===== config.mk =====
export PLATFORM = sky130hd
export DESIGN_NAME = if_prefetch_unit
export DESIGN_NICKNAME = d
export VERILOG_FILES = /design/src/rtl/if_pkg.sv /design/src/rtl/inst_fifo.sv /design/src/rtl/if_prefetch_unit.sv
export SDC_FILE = /design/constraint.sdc
export NUM_CORES = 1
export LEC_CHECK = 0
export CORE_MARGIN = 3
export CORE_UTILIZATION = 40
export CTS_BUF_LIST = sky130_fd_sc_hd__clkbuf_4 sky130_fd_sc_hd__clkbuf_8 sky130_fd_sc_hd__clkbuf_16
export DETAILED_ROUTE_END_ITERATION = 7
export PLACE_DENSITY = 0.7
export SYNTH_ARGS = -nofsm -noshare
export SYNTH_HDL_FRONTEND = slang
export SYNTH_HIERARCHICAL = 1
export SYNTH_SLANG_ARGS = --single-unit

===== constraint.sdc =====
create_clock -name clk -period 3.85 [get_ports clk]
set_input_delay 0.77 -clock clk [delete_from_list [all_inputs] [get_ports clk]]
set_output_delay 0.77 -clock clk [all_outputs]
set_load 0.05 [all_outputs]

===== src/rtl/if_pkg.sv =====
// Shared definitions for the instruction-fetch prefetch unit: reset PC default
// and the fetch FSM state type.
package if_pkg;

    localparam logic [31:0] IF_RESET_PC = 32'h0000_0000;

    typedef enum logic [1:0] {
        ST_BOOT  = 2'd0,
        ST_FETCH = 2'd1,
        ST_FULL  = 2'd2
    } if_state_t;

endpackage


===== src/rtl/inst_fifo.sv =====
// Prefetch queue storage: power-of-two circular buffer with a flush input that
// empties it in one cycle. Head entry is visible combinationally on rdata.
module inst_fifo #(
    parameter int WIDTH = 64,
    parameter int DEPTH = 4
) (
    input  logic                       clk,
    input  logic                       rst,
    input  logic                       flush,
    input  logic                       push,
    input  logic [WIDTH-1:0]           wdata,
    input  logic                       pop,
    output logic [WIDTH-1:0]           rdata,
    output logic [$clog2(DEPTH):0]     count,
    output logic                       empty,
    output logic                       full
);
    localparam int PTR_W = $clog2(DEPTH);
    localparam int CNT_W = $clog2(DEPTH) + 1;

    logic [WIDTH-1:0] mem [DEPTH];
    logic [PTR_W-1:0] wr_ptr_reg;
    logic [PTR_W-1:0] rd_ptr_reg;
    logic [CNT_W-1:0] count_reg;

    // Storage carries no reset; validity is tracked by the pointers alone.
    always_ff @(posedge clk) begin
        if (push && !flush) begin
            mem[wr_ptr_reg] <= wdata;
        end
    end

    always_ff @(posedge clk or negedge rst) begin
        if (!rst) begin
            wr_ptr_reg <= '0;
            rd_ptr_reg <= '0;
            count_reg  <= '0;
        end else if (flush) begin
            wr_ptr_reg <= '0;
            rd_ptr_reg <= '0;
            count_reg  <= '0;
        end else begin
            if (push) begin
                wr_ptr_reg <= wr_ptr_reg + PTR_W'(1);
            end
            if (pop) begin
                rd_ptr_reg <= rd_ptr_reg + PTR_W'(1);
            end
            count_reg <= count_reg + CNT_W'(push) - CNT_W'(pop);
        end
    end

    assign rdata = mem[rd_ptr_reg];
    assign count = count_reg;
    assign empty = (count_reg == '0);
    assign full  = (count_reg == CNT_W'(DEPTH));

endmodule


===== src/rtl/if_prefetch_unit.sv =====
// Instruction prefetch unit: fetches sequential words into a small queue feeding ID.
// Define IF_PREFETCH_BYPASS_EN to forward a fetched word straight to ID when the queue is empty.
module if_prefetch_unit
    import if_pkg::*;
#(
    parameter int                DATA_W   = 32,
    parameter int                DEPTH    = 4,
    parameter logic [DATA_W-1:0] RESET_PC = DATA_W'(IF_RESET_PC)
) (
    input  logic                     clk,
    input  logic                     rst,
    output logic [DATA_W-1:0]        imem_addr,
    output logic                     imem_read,
    input  logic                     imem_ready,
    input  logic [DATA_W-1:0]        imem_rdata,
    input  logic                     redirect,
    input  logic [DATA_W-1:0]        redirect_pc,
    input  logic                     id_ready,
    output logic                     id_valid,
    output logic [DATA_W-1:0]        id_inst,
    output logic [DATA_W-1:0]        id_pc_plus_4,
    output logic [$clog2(DEPTH):0]   q_count
);
    localparam int CNT_W = $clog2(DEPTH) + 1;

    if_state_t         state_reg;
    if_state_t         state_next;
    logic [DATA_W-1:0] fetch_pc_reg;
    logic [DATA_W-1:0] fetch_pc_plus_4;

    logic                fifo_push;
    logic                fifo_pop;
    logic [2*DATA_W-1:0] fifo_rdata;
    logic [CNT_W-1:0]    fifo_count;
    logic                fifo_empty;
    logic                fifo_full;
    logic [CNT_W-1:0]    count_next;

    logic fetch_accept;
    logic head_valid;
    logic bypass_valid;

    // imem_read is a pure function of the state register, so id_ready cannot reach it.
    assign imem_read       = (state_reg == ST_FETCH);
    assign imem_addr       = fetch_pc_reg;
    assign fetch_pc_plus_4 = fetch_pc_reg + DATA_W'(4);
    assign fetch_accept    = imem_read && imem_ready && !redirect;
    assign head_valid      = !fifo_empty;

`ifdef IF_PREFETCH_BYPASS_EN
    assign bypass_valid = fetch_accept && fifo_empty;
`else
    assign bypass_valid = 1'b0;
`endif

    // A bypassed word that ID takes right away never enters the queue.
    assign fifo_push = fetch_accept && !fifo_full && !(bypass_valid && id_ready);
    assign fifo_pop  = head_valid && id_ready && !redirect;

    assign id_valid     = head_valid || bypass_valid;
    assign id_inst      = head_valid   ? fifo_rdata[2*DATA_W-1:DATA_W] :
                          bypass_valid ? imem_rdata : '0;
    assign id_pc_plus_4 = head_valid   ? fifo_rdata[DATA_W-1:0] :
                          bypass_valid ? fetch_pc_plus_4 : '0;
    assign q_count      = fifo_count;

    inst_fifo #(
        .WIDTH (2 * DATA_W),
        .DEPTH (DEPTH)
    ) u_inst_fifo (
        .clk   (clk),
        .rst   (rst),
        .flush (redirect),
        .push  (fifo_push),
        .wdata ({imem_rdata, fetch_pc_plus_4}),
        .pop   (fifo_pop),
        .rdata (fifo_rdata),
        .count (fifo_count),
        .empty (fifo_empty),
        .full  (fifo_full)
    );

    assign count_next = redirect ? '0 : (fifo_count + CNT_W'(fifo_push) - CNT_W'(fifo_pop));

    always_comb begin
        state_next = state_reg;
        case (state_reg)
            ST_BOOT:  state_next = ST_FETCH;
            ST_FETCH: begin
                if (count_next == CNT_W'(DEPTH)) begin
                    state_next = ST_FULL;
                end
            end
            ST_FULL: begin
                if (redirect || (count_next < CNT_W'(DEPTH))) begin
                    state_next = ST_FETCH;
                end
            end
            default:  state_next = ST_BOOT;
        endcase
    end

    always_ff @(posedge clk or negedge rst) begin
        if (!rst) begin
            state_reg    <= ST_BOOT;
            fetch_pc_reg <= RESET_PC;
        end else begin
            state_reg <= state_next;
            if (redirect) begin
                fetch_pc_reg <= redirect_pc;
            end else if (fetch_accept) begin
                fetch_pc_reg <= fetch_pc_plus_4;
            end
        end
    end

endmodule


# Word-level counts from Yosys, hierarchy flattened
# Memories as Yosys holds them, arrays and structs flattened.
# Cells that the tools add are included.
# totals
reg_bits,41
latch_bits,0
ramBits,256
rom_bits,0
output_inout_bits,101
elab_cells,48
n_memories,1
# op_classes
add_sub_neg,5
mul,0
div_mod_pow,0
n_lt_le_gt_ge,1
eq_ne,6
shifts,0
mux,14
n_bitwise,0
n_reduce_logical,16
# memory_table
name,words,width,read_ports,rd_clocked_by_memory_dff,wr,line_no,rtl
u_inst_fifo.mem,4,64,1,0,1,inst_fifo.sv:21,logic [WIDTH-1:0] mem [DEPTH];
# ops
cell,count
$mux W32,4
$add A32 B3 Y32 const B,1
$mux W2,6
$eq A3 B3 Y1 const B,2
$logic_and A1 B1 Y1,6
$pmux W2 S3,1
$reduce_bool A2 Y1,3
$add A2 B1 Y2 const B,2
$add A3 B1 Y3,1
$logic_not A1 Y1,3
$logic_not A3 Y1,1
$lt A3 B3 Y1 const B,1
$mux W3,1
$sub A3 B1 Y3,1
$eq A2 B1 Y1 const B,1
$eq A2 B2 Y1 const B,1
$logic_not A2 Y1,1
$mux W1,2
$ne A2 B1 Y1 const B,1
$ne A2 B2 Y1 const B,1
$reduce_and A2 Y1,1
$logic_or A1 B1 Y1,1

# Longest topological paths before layout
# Gate-level depths: netlist of the first run.
# depth
ltp_word,11
ltp_mapped,12

# Hierarchy
# The synthesis of the first run kept the hierarchy.
# by_module_without_submodules
module,instances,cells_per_inst,area_per_inst_um2,seq_area_each_um2
inst_fifo,1,374,9700.6,7862.5
if_prefetch_unit,1,366,2965.3,850.8

# Worst setup path after synthesis of the first run
# No wires, ideal clock.
# synth_path
path_type,input -> register
start,in redirect
end,"mem u_inst_fifo.mem[0][0], enable pin"
setup_time_ns,0.429
arrival_time_ns,3.380
required_ns,3.421
path_slack_ns,0.041
path_stages,5
path_buffers,2
path_cell_list,clkbuf_1 > clkbuf_1 > nor3_1 > nor2b_1 > and2_1
# synth_between
elab_chain_cells,6
# synth_lines
item,line_no,rtl
start: declaration,if_prefetch_unit.sv:16,"input logic redirect,"
$logic_not A1 Y1,if_prefetch_unit.sv:47,assign fetch_accept = imem_read && imem_ready && !redirect;
$logic_and A1 B1 Y1,if_prefetch_unit.sv:47,
$logic_and A1 B1 Y1,if_prefetch_unit.sv:57,assign fifo_push = fetch_accept && !fifo_full && !(bypass_valid && id_ready);
net fifo_push,if_prefetch_unit.sv:31,logic fifo_push;
$logic_and A1 B1 Y1,inst_fifo.sv:28,if (push && !flush) begin
$mux W1,inst_fifo.sv:28,
$mux W1 (not written as such),inst_fifo.sv:29,mem[wr_ptr_reg] <= wdata;
end: declaration,inst_fifo.sv:21,
# The timed path passes the listed nets, and every way through them passes these cells.

# Worst setup path after layout of the first run
# layout_path
start,reg u_inst_fifo.rd_ptr_reg[1]
end,out id_pc_plus_4[24]
# layout_between
elab_chain_cells,2
# layout_lines
item,line_no,rtl
start: declaration,inst_fifo.sv:23,logic [PTR_W-1:0] rd_ptr_reg;
start signal: assignment,inst_fifo.sv:47,rd_ptr_reg <= rd_ptr_reg + PTR_W'(1);
$mem_v2 Z4 W64,n/a,
net fifo_rdata[24],if_prefetch_unit.sv:33,logic [2*DATA_W-1:0] fifo_rdata;
$mux W32,if_prefetch_unit.sv:63,assign id_pc_plus_4 = head_valid ? fifo_rdata[DATA_W-1:0] :
end: declaration,if_prefetch_unit.sv:21,"output logic [DATA_W-1:0] id_pc_plus_4,"
# The timed path passes the listed nets, and every way through them passes these cells.

==> results of run 1 <==
[area by class of cell]
class | count | share of cell area
clock inverters | 14 | 0.00916
well taps | 396 | 0.0313
inverters | 13 | 0.00308
repair buffers | 194 | 0.123
flip-flops and latches | 297 | 0.551
multi-input cells | 386 | 0.228
clock buffers | 41 | 0.0549
[logic make-up (layout without fill, tap and decap cells)]
group	Yosys count	after routing
and+or+nand+nor	210	210
DFF	297	297
muxes	70	70
AOI/OAI and AO/OA	33	33
xor gates and xnor gates	62	62
buffers and inverters	57	262
adders and majority gates	11	11
[power breakdown]
part           total [mW]  internal [mW]  switching (mW)
Sequential           3.86           3.69           0.170
Combinational        3.80           1.35            2.44
Clock                2.92           1.77            1.15
Total                10.6           6.82            3.76
[critical path: stages, from the launching register on]
cell,delay (ps)
sky130_fd_sc_hd__dfrtp_4,800
sky130_fd_sc_hd__buf_4,330
sky130_fd_sc_hd__mux4_2,210
sky130_fd_sc_hd__nor2b_1,180
sky130_fd_sc_hd__clkdlybuf4s50_1,830
[timing repair]
action | in CTS | in global routing
buffers inserted | 1 | 0
setup endpoints to repair | 7 | 0
hold endpoints to repair | 0 | 0
[layout by cell type, fill, tap and decap left out, drive strengths merged, types with 15 or more instances in the layout]
master         count
nand2             48
dfrtp             41
o21ai             30
clkbuf            41
nor2              18
buf               27
mux4              64
nand3             20
clkdlybuf4s50    167
nand4             15
edfxtp           256
xor2              27
xnor2             34
nor2b             67
[metal layers]
metal / GRT usage / up-vias / wire length (µm) / part of all wire
met5: 0 / - / 0 / 0
met4: 0.0351 / 0 / 555 / 0.020
met3: 0.0334 / 40 / 1690 / 0.061
met2: 0.266 / 214 / 13100 / 0.47
met1: 0.236 / 3516 / 12400 / 0.45
li1: - / 3168 / - / -
[path summary, 6_finish.rpt]
check | from | to | slack, ps
min in group clk | imem_addr[0]$_DFFE_PN0P_ | u_inst_fifo/mem[0][0]$_DFFE_PP_ | 570
hold reg to reg | imem_addr[0]$_DFFE_PN0P_ | u_inst_fifo/mem[0][0]$_DFFE_PP_ | 570
setup reg to reg | u_inst_fifo/count[1]$_DFF_PN0_ | state_reg[0]$_DFFE_PN0P_ | 850
max in group asynchronous | rst | u_inst_fifo/rd_ptr_reg[1]$_DFFE_PN0P_ | 2720
setup / recovery | u_inst_fifo/rd_ptr_reg[1]$_DFFE_PN0P_ | id_pc_plus_4[24] | 170
hold / removal | rst | imem_addr[10]$_DFFE_PN0N_ | 390
[per-stage QoR]
stage / std cells / utilization / setup slack, ps
floorplan: 740 / - / 41.0
global placement: 1285 / 0.479 / 566
detailed placement: 1285 / 0.479 / 568
CTS: 1341 / 0.513 / 115
global route: 1341 / 0.513 / 47.4
finish: 1341 / 0.513 / 168
==> impl_metrics.xml, run 1 <==
<?xml version="1.0" encoding="UTF-8"?>
<metrics>
  <group name="outcome">
    <metric name="outcome" unit="">finished clean</metric>
  </group>
  <group name="clock_tree">
    <metric name="max-clock-path-buffers" unit="">3</metric>
    <metric name="cts_max_level" unit="">1</metric>
    <metric name="post_cts_hold_buffer_count" unit="">0</metric>
    <metric name="cts_repair_resize_count" unit="">0</metric>
    <metric name="cts-root-buf" unit="">sky130_fd_sc_hd__clkbuf_16</metric>
    <metric name="cts_tree" unit="">yes</metric>
    <metric name="worst_setup_hold_path_clk_slew" unit="ps">60</metric>
    <metric name="cts_inserted_buffers" unit="">31</metric>
    <metric name="clock_latency" unit="ps">560</metric>
    <metric name="cts_sinks" unit="">297</metric>
  </group>
  <group name="floorplan">
    <metric name="std_cell_rows" unit="">64</metric>
    <metric name="fp.coreArea" unit="mm²">0.0309</metric>
    <metric name="starting_density" unit="">0.410</metric>
    <metric name="design.die.area" unit="mm²">0.0338</metric>
    <metric name="ioPinCount" unit="">170</metric>
    <metric name="die_w" unit="µm">184</metric>
    <metric name="die_y" unit="µm">184</metric>
  </group>
  <group name="timing">
    <metric name="clock_skew" unit="ps">24.2</metric>
    <metric name="timing_worst_slew_pin_value" unit="ps">1000</metric>
    <metric name="final.setup.tns" unit="ps">0</metric>
    <metric name="timing.fmax" unit="MHz">272</metric>
    <metric name="final_period_minus_worst_setup_slack" unit="ps">3680</metric>
    <metric name="finalMaxSlewViolations" unit="">0</metric>
    <metric name="number_of_hold_slack_violations_in_the_final_timing_report" unit="">0</metric>
    <metric name="timing.max_slew.rel_slack" unit="">0.330</metric>
    <metric name="timing.final.setup_violations" unit="">0</metric>
    <metric name="rsz0062_at_grt" unit="">false</metric>
    <metric name="period_share" unit="">0.956</metric>
    <metric name="fin_hold_ws" unit="ps">388</metric>
  </group>
  <group name="synth">
    <metric name="synth_cell_type_count" unit="">45</metric>
    <metric name="synth_common_cells" unit="">sky130_fd_sc_hd__edfxtp_1, sky130_fd_sc_hd__nor2b_1, sky130_fd_sc_hd__mux4_2, sky130_fd_sc_hd__nand2_1, sky130_fd_sc_hd__dfrtp_1</metric>
    <metric name="synthXorXnorAreaFrac" unit="">0.0440</metric>
    <metric name="syn-mean-instance-area" unit="µm²">17.1</metric>
    <metric name="synthDominantCellAreaShare" unit="">0.607</metric>
    <metric name="post_synth_and_or_nand_nor_area_fraction" unit="">0.0952</metric>
    <metric name="synthesized_flop_and_latch_total" unit="">297</metric>
    <metric name="post_synth_inst_count" unit="">740</metric>
    <metric name="synthMostInstantiatedCell" unit="">sky130_fd_sc_hd__edfxtp_1</metric>
    <metric name="synthesis.area" unit="mm²">0.0127</metric>
    <metric name="synth_area_leader_cell" unit="">sky130_fd_sc_hd__edfxtp_1</metric>
    <metric name="synthesized_netlist_net_count" unit="">820</metric>
    <metric name="async_flop_share" unit="">0.138</metric>
    <metric name="synth_enable_flop_cells" unit="">256</metric>
    <metric name="synth_compound_gate_area_share" unit="">0.0137</metric>
    <metric name="most_area_consuming_cells_after_synthesis" unit="">sky130_fd_sc_hd__edfxtp_1, sky130_fd_sc_hd__mux4_2, sky130_fd_sc_hd__dfrtp_1, sky130_fd_sc_hd__nor2b_1, sky130_fd_sc_hd__xnor2_1</metric>
    <metric name="synth.area.mux_share" unit="">0.119</metric>
    <metric name="postSynth.topFlopCell" unit="">sky130_fd_sc_hd__edfxtp_1</metric>
    <metric name="seq_area_frac_synth" unit="">0.688</metric>
    <metric name="synth_top_family_by_area" unit="">multiplexers</metric>
    <metric name="post_synth_fa_ha_maj_area_fraction" unit="">0.0121</metric>
    <metric name="yosys_warnings" unit="">6</metric>
  </group>
  <group name="route">
    <metric name="routedWlPerCell" unit="µm">20.7</metric>
    <metric name="drtAntennaViolNets" unit="">0</metric>
    <metric name="detailedRoute.firstPassIterationCount" unit="">5</metric>
    <metric name="route.detailed.drc" unit="">0</metric>
    <metric name="vias_per_cell" unit="">5.17</metric>
    <metric name="initialDrtViolationCount" unit="">413</metric>
    <metric name="routed-via-count" unit="">6938</metric>
    <metric name="route.final.wire_length" unit="mm">27.7</metric>
  </group>
  <group name="cells_and_area">
    <metric name="multi_input_gate_area_in_the_final_layout" unit="mm²">0.00361</metric>
    <metric name="final_net_count" unit="">1003</metric>
    <metric name="drive_above_1_share" unit="">0.174</metric>
    <metric name="antenna-diode-count" unit="">0</metric>
    <metric name="area_growth_from_synthesis_to_final_layout" unit="%">25.1</metric>
    <metric name="fin_area" unit="mm²">0.0158</metric>
    <metric name="nFillCells" unit="">2525</metric>
    <metric name="max_ffs_per_register" unit="">256</metric>
    <metric name="final-seq-area" unit="mm²">0.00872</metric>
  </group>
  <group name="global_routing">
    <metric name="groute.usage.overall" unit="">0.165</metric>
    <metric name="pin_count_of_the_biggest_net_entering_global_routing" unit="">51</metric>
    <metric name="grt_antenna_before_repair" unit="">0</metric>
    <metric name="wire_length_of_the_first_global_routing_pass" unit="mm">43.4</metric>
    <metric name="vias_in_the_first_global_route" unit="">7273</metric>
    <metric name="grt_overflow" unit="">0</metric>
  </group>
  <group name="power">
    <metric name="static-leakage-power" unit="nW">5.21</metric>
    <metric name="vdd_ir_max" unit="V">0.000422</metric>
    <metric name="report.power.total" unit="mW">10.6</metric>
    <metric name="power_density_over_the_cells" unit="mW/mm²">668</metric>
  </group>
  <group name="setup_path">
    <metric name="critPathCaptureType" unit="">output pin</metric>
    <metric name="critical_path_class" unit="">reg2out</metric>
    <metric name="worstPathArrival" unit="ps">2910</metric>
    <metric name="required_time_of_the_worst_setup_path" unit="ps">3080</metric>
    <metric name="timing.critical_path.from_type" unit="">flop</metric>
    <metric name="ff2ff_path_depth" unit="">12</metric>
    <metric name="timing.critical_path.fanout_max" unit="">33</metric>
  </group>
  <group name="place">
    <metric name="placement.cell_area" unit="mm²">0.0148</metric>
    <metric name="routability_congestion" unit="">0.787</metric>
    <metric name="hpwlAfterDp" unit="mm">18.4</metric>
    <metric name="port-buffer-count" unit="">169</metric>
  </group>
  <group name="job">
    <metric name="drv.max_cap_violation_count" unit="">0</metric>
  </group>
  <group name="hold_path">
    <metric name="hold_path.class" unit="">in2async</metric>
  </group>
</metrics>
(Power assumes the default switching activity.)
==> inputs of run 2 (changes only) <==
--- a/config.mk
+++ b/config.mk
@@ -9,7 +9,7 @@
 export CORE_UTILIZATION = 40
 export CTS_BUF_LIST = sky130_fd_sc_hd__clkbuf_4 sky130_fd_sc_hd__clkbuf_8 sky130_fd_sc_hd__clkbuf_16
 export DETAILED_ROUTE_END_ITERATION = 7
-export PLACE_DENSITY = 0.7
+export PLACE_DENSITY = 0.64
 export SYNTH_ARGS = -nofsm -noshare
 export SYNTH_HDL_FRONTEND = slang
 export SYNTH_HIERARCHICAL = 1
==> run 2 against run 1 <==
Compared with the run above:
- maximum frequency increased by 1.9%
- cell count decreased by 0.22%
- clock skew decreased by 8.2 ps
- setup slack improved by 70 ps
- first-iteration DRC count up 11%
- combinational power about the same
- sequential share of layout area down 0.18 points
- highest routed layer unchanged
==> impl_metrics.xml, run 2 (synthesis results as in run 1) <==
<?xml version="1.0" encoding="UTF-8"?>
<metrics>
  <group name="setup_path">
    <metric name="required_time_of_the_worst_setup_path" unit="ps">3080</metric>
    <metric name="critPathCaptureType" unit="">output pin</metric>
    <metric name="timing.critical_path.fanout_max" unit="">29</metric>
    <metric name="timing.critical_path.cells" unit="">buf_12 &gt; mux4_2 &gt; nor2b_1 &gt; clkdlybuf4s50_1</metric>
    <metric name="timing.critical_path.slowest_cell_delay" unit="ps">720</metric>
    <metric name="slowest_stage" unit="">sky130_fd_sc_hd__clkdlybuf4s50_1</metric>
    <metric name="worstPathArrival" unit="ps">2840</metric>
    <metric name="critical_path_class" unit="">reg2out</metric>
    <metric name="timing.critical_path.from_type" unit="">flop</metric>
  </group>
  <group name="clock_tree">
    <metric name="max-clock-path-buffers" unit="">3</metric>
    <metric name="postCtsSetupBuffers" unit="">0</metric>
    <metric name="cts_repair_resize_count" unit="">0</metric>
    <metric name="post_cts_hold_buffer_count" unit="">0</metric>
    <metric name="cts_max_level" unit="">2</metric>
    <metric name="cts_inserted_buffers" unit="">34</metric>
    <metric name="clock_latency" unit="ps">500</metric>
    <metric name="cts-root-buf" unit="">sky130_fd_sc_hd__clkbuf_16</metric>
    <metric name="cts_tree" unit="">yes</metric>
    <metric name="worst_setup_hold_path_clk_slew" unit="ps">60</metric>
    <metric name="cts_sinks" unit="">297</metric>
  </group>
  <group name="route">
    <metric name="drtAntennaViolNets" unit="">0</metric>
    <metric name="initialDrtViolationCount" unit="">458</metric>
    <metric name="routed-via-count" unit="">6903</metric>
    <metric name="route.detailed.drc" unit="">0</metric>
    <metric name="routedWlPerCell" unit="µm">20.7</metric>
    <metric name="route.final.wire_length" unit="mm">27.6</metric>
    <metric name="detailedRoute.firstPassIterationCount" unit="">6</metric>
    <metric name="vias_per_cell" unit="">5.16</metric>
  </group>
  <group name="timing">
    <metric name="final.setup.tns" unit="ps">0</metric>
    <metric name="number_of_hold_slack_violations_in_the_final_timing_report" unit="">0</metric>
    <metric name="timing_worst_slew_pin_value" unit="ps">810</metric>
    <metric name="final_period_minus_worst_setup_slack" unit="ps">3610</metric>
    <metric name="timing.max_slew.rel_slack" unit="">0.460</metric>
    <metric name="clock_skew" unit="ps">16.0</metric>
    <metric name="period_share" unit="">0.938</metric>
    <metric name="timing.fmax" unit="MHz">277</metric>
    <metric name="rsz0062_at_grt" unit="">false</metric>
    <metric name="finalMaxSlewViolations" unit="">0</metric>
    <metric name="timing.final.setup_violations" unit="">0</metric>
    <metric name="fin_hold_ws" unit="ps">361</metric>
  </group>
  <group name="global_routing">
    <metric name="globalRoute.busiestLayer" unit="">met2</metric>
    <metric name="gr-usage-met1" unit="">0.236</metric>
    <metric name="grt.met2_usage" unit="">0.264</metric>
    <metric name="vias_in_the_first_global_route" unit="">7258</metric>
    <metric name="use_met3" unit="">0.0321</metric>
    <metric name="grt_overflow" unit="">0</metric>
    <metric name="groute.usage.overall" unit="">0.164</metric>
    <metric name="grt_antenna_before_repair" unit="">0</metric>
    <metric name="pin_count_of_the_biggest_net_entering_global_routing" unit="">65</metric>
    <metric name="wire_length_of_the_first_global_routing_pass" unit="mm">42.9</metric>
  </group>
  <group name="cells_and_area">
    <metric name="final_net_count" unit="">1000</metric>
    <metric name="area_growth_from_synthesis_to_final_layout" unit="%">25.5</metric>
    <metric name="nFillCells" unit="">2557</metric>
    <metric name="drive_above_1_share" unit="">0.169</metric>
    <metric name="top_library_cells_by_usage_in_the_layout_fill_and_taps_aside" unit="">sky130_fd_sc_hd__edfxtp_1, sky130_fd_sc_hd__clkdlybuf4s50_1, sky130_fd_sc_hd__nor2b_1, sky130_fd_sc_hd__mux4_2, sky130_fd_sc_hd__nand2_1</metric>
    <metric name="final_common_cell" unit="">sky130_fd_sc_hd__edfxtp_1</metric>
    <metric name="antenna-diode-count" unit="">0</metric>
    <metric name="max_ffs_per_register" unit="">256</metric>
  </group>
  <group name="floorplan">
    <metric name="std_cell_rows" unit="">64</metric>
    <metric name="die_w" unit="µm">184</metric>
    <metric name="design.die.area" unit="mm²">0.0338</metric>
    <metric name="die_y" unit="µm">184</metric>
    <metric name="ioPinCount" unit="">170</metric>
    <metric name="starting_density" unit="">0.410</metric>
    <metric name="fp.coreArea" unit="mm²">0.0309</metric>
  </group>
  <group name="place">
    <metric name="routability_congestion" unit="">0.800</metric>
    <metric name="port-buffer-count" unit="">169</metric>
    <metric name="hpwlAfterDp" unit="mm">18.0</metric>
  </group>
  <group name="power">
    <metric name="static-leakage-power" unit="nW">5.19</metric>
    <metric name="report.power.total" unit="mW">10.7</metric>
    <metric name="power_density_over_the_cells" unit="mW/mm²">671</metric>
    <metric name="vdd_ir_max" unit="V">0.000275</metric>
  </group>
  <group name="hold_path">
    <metric name="hold_path.class" unit="">in2async</metric>
  </group>
  <group name="outcome">
    <metric name="outcome" unit="">finished clean</metric>
  </group>
  <group name="job">
    <metric name="drv.max_cap_violation_count" unit="">0</metric>
  </group>
</metrics>
## run 2: through the flow
stage	worst slack (ps)	util	std cells	cell area, µm²
floorplan	41.0	-	740	12700
global placement	588	0.479	1279	14800
detailed placement	586	0.479	1279	14800
CTS	42.2	0.514	1337	15900
global route	111	0.514	1338	15900
finish	239	0.514	1338	15900
## run 2: path summary, 6_finish.rpt
| kind | depth (start not counted) | slack [ps] | from | end |
|---|---|---|---|---|
| max reg2reg | 12 | 970 | u_inst_fifo/count[1]$_DFF_PN0_ | state_reg[0]$_DFFE_PN0P_ |
| min in group clk | 0 | 570 | imem_addr[0]$_DFFE_PN0P_ | u_inst_fifo/mem[3][0]$_DFFE_PP_ |
| min | 1 | 360 | rst | imem_addr[16]$_DFFE_PN0N_ |
| max | 4 | 240 | u_inst_fifo/rd_ptr_reg[0]$_DFFE_PN0P_ | id_inst[28] |
| max in group asynchronous | 2 | 2800 | rst | imem_addr[25]$_DFFE_PN0N_ |
| min reg2reg | 0 | 570 | imem_addr[0]$_DFFE_PN0P_ | u_inst_fifo/mem[3][0]$_DFFE_PP_ |
## run 2: layout make-up
class,instances,area [µm²],area share
Sequential cell,297,8720,0.549
Inverter,13,48.8,0.00307
Timing Repair Buffer,188,1940,0.122
Clock buffer,45,992,0.0624
Tap cell,396,495,0.0312
Multi-Input combinational cell,386,3610,0.227
Clock inverter,13,82.6,0.00520
## run 2: routing by layer
layer | part of all wire | vias up
li1 | - | 3157
met1 | 0.46 | 3522
met2 | 0.47 | 194
met3 | 0.054 | 30
met4 | 0.013 | 0
met5 | 0 | -
## run 2: where the power goes
group / leakage [nW] / switching [mW] / internal (mW)
sequential: 2.82 / 0.162 / 3.69
clock: 0.522 / 1.21 / 1.82
combinational: 1.85 / 2.45 / 1.33
total: 5.19 / 3.82 / 6.84
## run 2: critical path: cells and delay by family (launching register included)
kind	cells	cell delay, ps
buffers and inverters	2	1010
multiplexers	1	570
AND/OR/NAND/NOR	1	160
flip-flops	1	580
==> inputs of run 3 (changes only) <==
--- a/config.mk
+++ b/config.mk
@@ -9,6 +9,7 @@
 export CORE_UTILIZATION = 40
 export CTS_BUF_LIST = sky130_fd_sc_hd__clkbuf_4 sky130_fd_sc_hd__clkbuf_8 sky130_fd_sc_hd__clkbuf_16
 export DETAILED_ROUTE_END_ITERATION = 7
+export HOLD_SLACK_MARGIN = 0.05
 export PLACE_DENSITY = 0.64
 export SYNTH_ARGS = -nofsm -noshare
 export SYNTH_HDL_FRONTEND = slang
==> results of run 3 <==
Same layout as run 2: the final DEF is identical, and so are final timing and power.
